==> src/rtl/alu_exec_unit.sv <==
`default_nettype none
// ============================================================================
// Module   : alu_exec_unit
// Brief    : EX-stage ALU with valid/ready handshake; iterative shifts.
// Revision : 1.0
// ============================================================================
module alu_exec_unit #(
    parameter int WIDTH      = 32,
    parameter int SHAMT_W    = 5,
    parameter int SHIFT_STEP = 1
) (
    input  logic               clk,
    input  logic               rst_n,
    input  logic               in_valid,
    output logic               in_ready,
    input  logic [1:0]         cu_to_alu,
    input  logic [5:0]         funct,
    input  logic [SHAMT_W-1:0] shamt,
    input  logic [WIDTH-1:0]   op_a,
    input  logic [WIDTH-1:0]   op_b,
    output logic               out_valid,
    input  logic               out_ready,
    output logic [WIDTH-1:0]   result,
    output logic               zero,
    output logic               overflow,
    output logic               illegal
);

    localparam logic [2:0] c_op_and = 3'b000;
    localparam logic [2:0] c_op_or  = 3'b001;
    localparam logic [2:0] c_op_add = 3'b010;
    localparam logic [2:0] c_op_sll = 3'b011;
    localparam logic [2:0] c_op_srl = 3'b100;
    localparam logic [2:0] c_op_sra = 3'b101;
    localparam logic [2:0] c_op_sub = 3'b110;
    localparam logic [2:0] c_op_slt = 3'b111;

    localparam logic [1:0] c_st_idle  = 2'd0;
    localparam logic [1:0] c_st_shift = 2'd1;
    localparam logic [1:0] c_st_done  = 2'd2;

    localparam logic [SHAMT_W-1:0] c_step = SHAMT_W'(SHIFT_STEP);

    logic [1:0]         r_state;
    logic [1:0]         w_state_next;
    logic [2:0]         r_op;
    logic [WIDTH-1:0]   r_work;
    logic [SHAMT_W-1:0] r_remaining;
    logic [WIDTH-1:0]   r_result;
    logic               r_zero;
    logic               r_overflow;
    logic               r_illegal;

    logic [2:0]         w_op;
    logic               w_illegal;
    logic               w_is_shift;
    logic               w_accept;
    logic               w_start_shift;
    logic [WIDTH-1:0]   w_sum;
    logic [WIDTH-1:0]   w_diff;
    logic               w_slt;
    logic [WIDTH-1:0]   w_alu_result;
    logic               w_alu_ovf;
    logic [SHAMT_W-1:0] w_n;
    logic [WIDTH-1:0]   w_shifted;
    logic               w_shift_last;

    // Operation decode: CU class first, funct only for R-type.
    always_comb begin
        w_op      = c_op_add;
        w_illegal = 1'b0;
        case (cu_to_alu)
            2'b00: w_op = c_op_add;
            2'b01: w_op = c_op_sub;
            2'b11: w_op = c_op_and;
            default: begin
                case (funct)
                    6'b100000: w_op = c_op_add;
                    6'b100010: w_op = c_op_sub;
                    6'b100100: w_op = c_op_and;
                    6'b100101: w_op = c_op_or;
                    6'b101010: w_op = c_op_slt;
                    6'b000000: w_op = c_op_sll;
                    6'b000010: w_op = c_op_srl;
                    6'b000011: w_op = c_op_sra;
                    default:   w_illegal = 1'b1;
                endcase
            end
        endcase
    end

    assign w_is_shift    = (w_op == c_op_sll) || (w_op == c_op_srl) || (w_op == c_op_sra);
    assign w_accept      = in_valid && (r_state == c_st_idle);
    assign w_start_shift = w_is_shift && (shamt != '0);

    assign w_sum  = op_a + op_b;
    assign w_diff = op_a - op_b;
    assign w_slt  = $signed(op_a) < $signed(op_b);

    // Single-cycle result; shifts only land here when shamt is zero.
    always_comb begin
        w_alu_result = '0;
        w_alu_ovf    = 1'b0;
        case (w_op)
            c_op_add: begin
                w_alu_result = w_sum;
                w_alu_ovf    = (op_a[WIDTH-1] == op_b[WIDTH-1]) && (w_sum[WIDTH-1] != op_a[WIDTH-1]);
            end
            c_op_sub: begin
                w_alu_result = w_diff;
                w_alu_ovf    = (op_a[WIDTH-1] != op_b[WIDTH-1]) && (w_diff[WIDTH-1] != op_a[WIDTH-1]);
            end
            c_op_and: w_alu_result = op_a & op_b;
            c_op_or:  w_alu_result = op_a | op_b;
            c_op_slt: w_alu_result = {{(WIDTH-1){1'b0}}, w_slt};
            default:  w_alu_result = op_b;
        endcase
        if (w_illegal) begin
            w_alu_result = '0;
            w_alu_ovf    = 1'b0;
        end
    end

    assign w_n          = (r_remaining < c_step) ? r_remaining : c_step;
    assign w_shift_last = (r_remaining == w_n);

    always_comb begin
        case (r_op)
            c_op_sll: w_shifted = r_work << w_n;
            c_op_srl: w_shifted = r_work >> w_n;
            default:  w_shifted = $unsigned($signed(r_work) >>> w_n);
        endcase
    end

    always_ff @(posedge clk or negedge rst_n) begin
        if (!rst_n) begin
            r_state <= c_st_idle;
        end else begin
            r_state <= w_state_next;
        end
    end

    always_comb begin
        w_state_next = r_state;
        case (r_state)
            c_st_idle: begin
                if (in_valid) begin
                    w_state_next = w_start_shift ? c_st_shift : c_st_done;
                end
            end
            c_st_shift: begin
                if (w_shift_last) begin
                    w_state_next = c_st_done;
                end
            end
            c_st_done: begin
                if (out_ready) begin
                    w_state_next = c_st_idle;
                end
            end
            default: w_state_next = c_st_idle;
        endcase
    end

    always_comb begin
        in_ready  = (r_state == c_st_idle);
        out_valid = (r_state == c_st_done);
    end

    // Result registers only move at accept or on the final shift step,
    // which keeps them stable while a result is stalled in DONE.
    always_ff @(posedge clk or negedge rst_n) begin
        if (!rst_n) begin
            r_op        <= c_op_and;
            r_work      <= '0;
            r_remaining <= '0;
            r_result    <= '0;
            r_zero      <= 1'b0;
            r_overflow  <= 1'b0;
            r_illegal   <= 1'b0;
        end else if (w_accept) begin
            r_op <= w_op;
            if (w_start_shift) begin
                r_work      <= op_b;
                r_remaining <= shamt;
            end else begin
                r_result   <= w_alu_result;
                r_zero     <= (w_alu_result == '0);
                r_overflow <= w_alu_ovf;
                r_illegal  <= w_illegal;
            end
        end else if (r_state == c_st_shift) begin
            r_work      <= w_shifted;
            r_remaining <= r_remaining - w_n;
            if (w_shift_last) begin
                r_result   <= w_shifted;
                r_zero     <= (w_shifted == '0);
                r_overflow <= 1'b0;
                r_illegal  <= 1'b0;
            end
        end
    end

    assign result   = r_result;
    assign zero     = r_zero;
    assign overflow = r_overflow;
    assign illegal  = r_illegal;

endmodule
`default_nettype wire
==> config.mk <==
export PLATFORM = sky130hd
export DESIGN_NAME = alu_exec_unit
export DESIGN_NICKNAME = d
export VERILOG_FILES = /design/src/rtl/alu_exec_unit.sv
export SDC_FILE = /design/constraint.sdc
export NUM_CORES = 1
export LEC_CHECK = 0
export CORE_MARGIN = 3
export CORE_UTILIZATION = 63
export CTS_CLUSTER_DIAMETER = 200
export DETAILED_ROUTE_END_ITERATION = 16
export GPL_ROUTABILITY_DRIVEN = 1
export PLACE_DENSITY_LB_ADDON = 0.08
export SLEW_MARGIN = 25
export SYNTH_ARGS = -nofsm -noshare
export SYNTH_HDL_FRONTEND = slang
export SYNTH_SLANG_ARGS = --single-unit
==> constraint.sdc <==
create_clock -name clk -period 7.2 [get_ports clk]
set_clock_uncertainty 0.15 [all_clocks]
set_input_delay 1.44 -clock clk [delete_from_list [all_inputs] [get_ports clk]]
set_output_delay 1.44 -clock clk [all_outputs]
set_load 0.005 [all_outputs]
Word-level counts from Yosys, hierarchy flattened
Cells that the tools add are included.

word-level totals
  input port bits = 81
  output and inout bits = 37
  logic and storage cells = 103
  register bits = 77

cells by class
  shift operators = 3
  bitwise gates (word level) = 2
  multiplexer cells = 35
  add/subtract/negate cells = 3
  reduce and logical (&&, ||, !) cells = 20
  eq/ne operators = 30
  $lt $le $gt $ge = 2

operators by type and width
  cell                  count
  $mux W32              8
  $pmux W32 S5          1
  $logic_not A32 Y1     2
  $pmux W32 S2          1
  $add A32 B32 Y32      1
  $and A32 B32 Y32      1
  $lt A32 B32 Y1        1
  $or A32 B32 Y32       1
  $shl A32 B5 Y32       1
  $shr A32 B5 Y32       1
  $sshr A32 B5 Y32      1
  $sub A32 B32 Y32      1
  $eq A6 B6 Y1 const B  5
  $pmux W3 S7           1
  $mux W5               4
  $eq A3 B3 Y1 const B  5
  $mux W1               13
  $eq A6 B2 Y1 const B  2
  $eq A3 B2 Y1 const B  3
  $pmux W3 S3           1
  $mux W2               4
  $reduce_or A8 Y1      1
  $logic_not A6 Y1      1
  $ne A2 B2 Y1 const B  3
  other kinds (20)      32

Longest topological paths before layout
  depth after elaboration = 10
  depth in mapped cells = 15

Least setup slack after synthesis
OpenSTA, ideal clock, no wires.

  path type = input to register
  from = in op_a[0]
  to = reg r_zero (netlist: zero)
  required time = 6958 ps
  stages on the path = 13
  library setup time = 92 ps
  setup slack = 2164 ps
  arrival time = 4794 ps
  path buffers = 0
  path through = ha_1 -> fa_1 -> a211o_1 -> a221oi_1 -> a211oi_1 -> nor2_1 -> xnor2_1 -> o211ai_1 -> or4_1 -> a2111o_1 -> nor4_1 -> nand4b_1 -> o31ai_2

between the ends
  cells in the longest elaborated chain, start to end = 6

RTL lines
  what                                      RTL line  RTL
  start: declaration                        19        input logic [WIDTH-1:0] op_a,
  $sub A32 B32 Y32 (tied with other cells)  97        assign w_diff = op_a - op_b;
  $pmux W32 S5 *                            104       case (w_op)
  $mux W32 *                                118       if (w_illegal) begin
  $logic_not A32 Y1 *                       188       r_zero <= (w_alu_result == '0);
  $mux W1 *                                 183       if (w_start_shift) begin
  $mux W1 *                                 181       end else if (w_accept) begin
  end signal: assignment                    188
  end signal: assignment                    197       r_zero <= (w_shifted == '0);
  end: declaration                          50        logic r_zero;

Mark *: on every way between the ends. The rest lies on a longest branch, timed or not. The select of a mux whose other input is x is not followed.
A chain may end at the register's enable or synchronous reset.

Worst setup path after layout
  from = in op_b[0]
  to = reg r_zero (netlist: zero)

between the ends
  cells in the longest elaborated chain, start to end = 6

RTL lines
  what                                      RTL line  RTL
  start: declaration                        20        input logic [WIDTH-1:0] op_b,
  $sub A32 B32 Y32 (tied with other cells)  97
  $pmux W32 S5 *                            104
  $mux W32 *                                118
  $logic_not A32 Y1 *                       188
  $mux W1 *                                 183
  $mux W1 *                                 181

Marked as above.

==> results.sh <==
export IMPL_timing_fmax_mhz=162
export IMPL_rsz0062_at_grt="no"
export IMPL_first_global_vias=11500
export IMPL_critical_path_arrival_ns=6.31
export IMPL_yosysUniqueCellTypes=91
export IMPL_critPathKind="in2reg"
export IMPL_vias=12400
export IMPL_cp_common_cell="a2111oi_0"
export IMPL_gp_congestion=1.05
export IMPL_powerDensity_mw_per_mm2=204
export IMPL_finalHoldViolCount=0
export IMPL_outcome="finished clean"
export IMPL_cts_resized=0
export IMPL_cts_buffer_depth=2
export IMPL_antenna_cells=0
export IMPL_power_mw=2.44
export IMPL_htree_levels=3
export IMPL_firstDrtPassIters=6
export IMPL_synth_flop_cell="dfrtp_1"
export IMPL_r2r_start="r_remaining[3]"
export IMPL_fp_dieH_um=134
export IMPL_synth_warnings=0
export IMPL_slew_headroom_pct=29.8
export IMPL_dp_hpwl_um=31200
export IMPL_cts_clk_slew_worst_paths_ns=0.06
export IMPL_nets=1713
export IMPL_final_util_pct=75.0
export IMPL_fp_dieW_um=134
export IMPL_netlist_top_cells_count="a21oi_1 (186), nor2_1 (153), nand2_1 (150)"
export IMPL_crit_family="compound AO/OA/AOI/OAI gates"
export IMPL_cp_max_fo=5
export IMPL_hold_class="reg2reg"
export IMPL_synthTopCellsByArea="dfrtp_1 (19%), ha_1 (14%), a21oi_1 (9.0%), nor2_1 (5.6%), nand2_1 (5.5%)"
export IMPL_p_leak_nw=5.27
export IMPL_critical_path_max_stage_delay_ns=0.79
export IMPL_syn_cell_area_mm2=0.0103
export IMPL_yosys_area_top_type="dfrtp_1"
export IMPL_fin_crit_ns=6.19
export IMPL_die_area_mm2=0.0179
export IMPL_synth_most_common_cell="a21oi_1"
export IMPL_grt_max_degree=78
export IMPL_setup_viol=0
export IMPL_finalSetupTns_ns=0
export IMPL_routedWlPerCell_um=24.1
export IMPL_mappedNetlistNets=1659
export IMPL_grt_overflow=0
export IMPL_syn_inst=1463
export IMPL_remaining_drc_errors=0
export IMPL_drt_iter0_drc=2270
export IMPL_crit_buf_inv=1
export IMPL_place_area_mm2=0.0116
export IMPL_syn_avg_cell_area_um2=7.05
export IMPL_cts_tree="done"
export IMPL_cap_violations=0
export IMPL_worstSetupStartpoint="op_b[0]"
export IMPL_antenna_found_initial=1
export IMPL_cts_setup_buffers=0
export IMPL_start_util_pct=64.7
export IMPL_cts_hold_buffers=0
export IMPL_place_ws_ns=1.11
export IMPL_grt_pass1_wl_um=64300
export IMPL_cp_end_kind="flop"
export IMPL_grt_use_total_pct=45.4
export IMPL_num_rows=46
export IMPL_area_growth_pct=15.8
export IMPL_ys_ff_latch=77
export IMPL_tightest_slew_ns=1.04
export IMPL_synth_top_area_share_pct=18.7
export IMPL_worstPathCellList="clkdlybuf4s50_1 > ha_1 > fa_1 > o21ba_1 > nor4_1 > o211ai_1 > a2111oi_0 > o21ba_2 > a31oi_1 > xnor2_1 > o221ai_1 > a2111oi_0 > nand4b_1 > o31ai_2"
export IMPL_finalCritPeriodShare_pct=85.9
export IMPL_drv_slew=0
export IMPL_core_area_mm2=0.0159
export IMPL_portBuffers=117
export IMPL_final_setup_worst_slack_ns=1.01
export IMPL_io_pins=118
export IMPL_routed_via_density=7.16
export IMPL_holdCritStartpoint="result[2]"
export IMPL_fin_area_mm2=0.0120
export IMPL_seq_area_frac_synth_pct=18.7
export IMPL_numCtsBuffers=9
export IMPL_cts_root_buffer="clkbuf_16"
export IMPL_worstPathRequired_ns=7.32
export IMPL_routed_wl_um=41900
export IMPL_clkSinkCount=77
export IMPL_drive_gt1_share_pct=5.12
export IMPL_cp_start_kind="input port"
export IMPL_drtAntennaViolNets=0
export IMPL_async_flop_share_pct=100
export IMPL_cp_slowest_cell="a2111oi_0"
export IMPL_clock_latency_ns=0.36
export IMPL_synth_edff_count=0
export IMPL_peakVddDrop_v=0.000269
## placed cells by master, fill, tap and decap left out, types with 5 or more instances in the layout
master,n
a2111oi_0,6
nor4_1,11
a21oi_1,185
buf_4,24
xnor2_1,30
mux2i_1,22
o311a_1,6
o221ai_1,7
nor2_1,153
nor3_1,24
and2_1,15
a221oi_1,22
or3_1,9
a21o_1,12
o21a_1,7
xor2_1,6
o2111ai_1,5
nand4_1,17
dfrtp_1,77
a31oi_1,29
clkdlybuf4s50_1,116
nand2_1,150
and3_1,8
nor2b_1,11
o21ai_0,109
o211ai_1,14
nand2b_1,15
o22ai_1,5
o31ai_1,18
ha_1,113
o211a_1,6
o21bai_1,11
nand3_1,44
or2_2,5
inv_1,102
o21ai_1,5
a211o_1,5
a211oi_1,13
clkbuf_16,9
## final timing paths
| kind | endpoint | slack [ns] | cells after the start |
|---|---|---|---|
| max in group asynchronous | r_work[0] | 5.44 | 1 |
| min reg2reg | result[2] | 0.33 | 2 |
| max | zero | 1.01 | 14 |
| min in group asynchronous | result[25] | 0.96 | 1 |
| max reg2reg | zero | 3.33 | 14 |
| min | result[2] | 0.33 | 2 |
## metrics by stage
step,instances,hold WS (ns)
3_5_place_dp,1722,0.314
4_1_cts,1738,0.327
5_1_grt,1738,0.361
6_report,1738,0.328
2_1_floorplan,1463,0.313
3_3_place_gp,1722,0.301
## worst reg2reg max path, cell delays in order, from the launching register on
cell	delay (ns)
dfrtp_1	0.42
or3_1	0.48
nor2_1	0.12
nor2_1	0.06
inv_1	0.12
ha_1	0.17
nor4b_1	0.40
nand2_1	0.16
a21o_1	0.22
a21oi_1	0.18
nand4_1	0.16
a2111o_1	0.38
nor4_1	0.38
nand4b_1	0.17
o31ai_2	0.23
## per-layer routing
| layer | track usage, % | up-vias | share of wire (%) |
|---|---|---|---|
| li1 | - | 5374 | - |
| met1 | 58.6 | 5614 | 36 |
| met2 | 68.1 | 1154 | 42 |
| met3 | 11.1 | 302 | 14 |
| met4 | 28.9 | 2 | 8.7 |
| met5 | 0 | - | 0.048 |
## state kept, by name, summed over array words and instances, names as in the netlist
| signal | flops |
|---|---|
| r_work | 32 |
| overflow | 1 |
| r_state | 2 |
| r_op | 3 |
| result | 32 |
| r_remaining | 5 |
| illegal | 1 |
| zero | 1 |
## power by group
| group | total (mW) | switching (mW) | leakage, nW | internal (mW) |
|---|---|---|---|---|
| Sequential | 0.673 | 0.121 | 0.888 | 0.552 |
| Combinational | 1.19 | 0.709 | 4.21 | 0.477 |
| Clock | 0.577 | 0.201 | 0.177 | 0.376 |
## cell families (layout without fill, tap and decap cells)
logic type | after synthesis | after routing | share of synthesized area [%]
flip-flops | 77 | 77 | 18.7
adder cells (fa/ha/maj) | 115 | 115 | 14.1
multiplexers | 23 | 23 | 2.24
buffers and inverters | 200 | 259 | 7.48
XOR/XNOR | 36 | 36 | 3.06
AO/OA/AOI/OAI | 519 | 519 | 32.1
AND/OR/NAND/NOR | 493 | 493 | 22.3
## layout make-up
class                           count  area, um2
Inverter                          102        383
Timing Repair Buffer              141       1350
Sequential cell                    77       1930
Tap cell                          216        270
Clock inverter                      7        145
Fill cell                        1238       3990
Multi-Input combinational cell   1186       7650
Clock buffer                        9        225
Power figures use the tool's default switching activity.
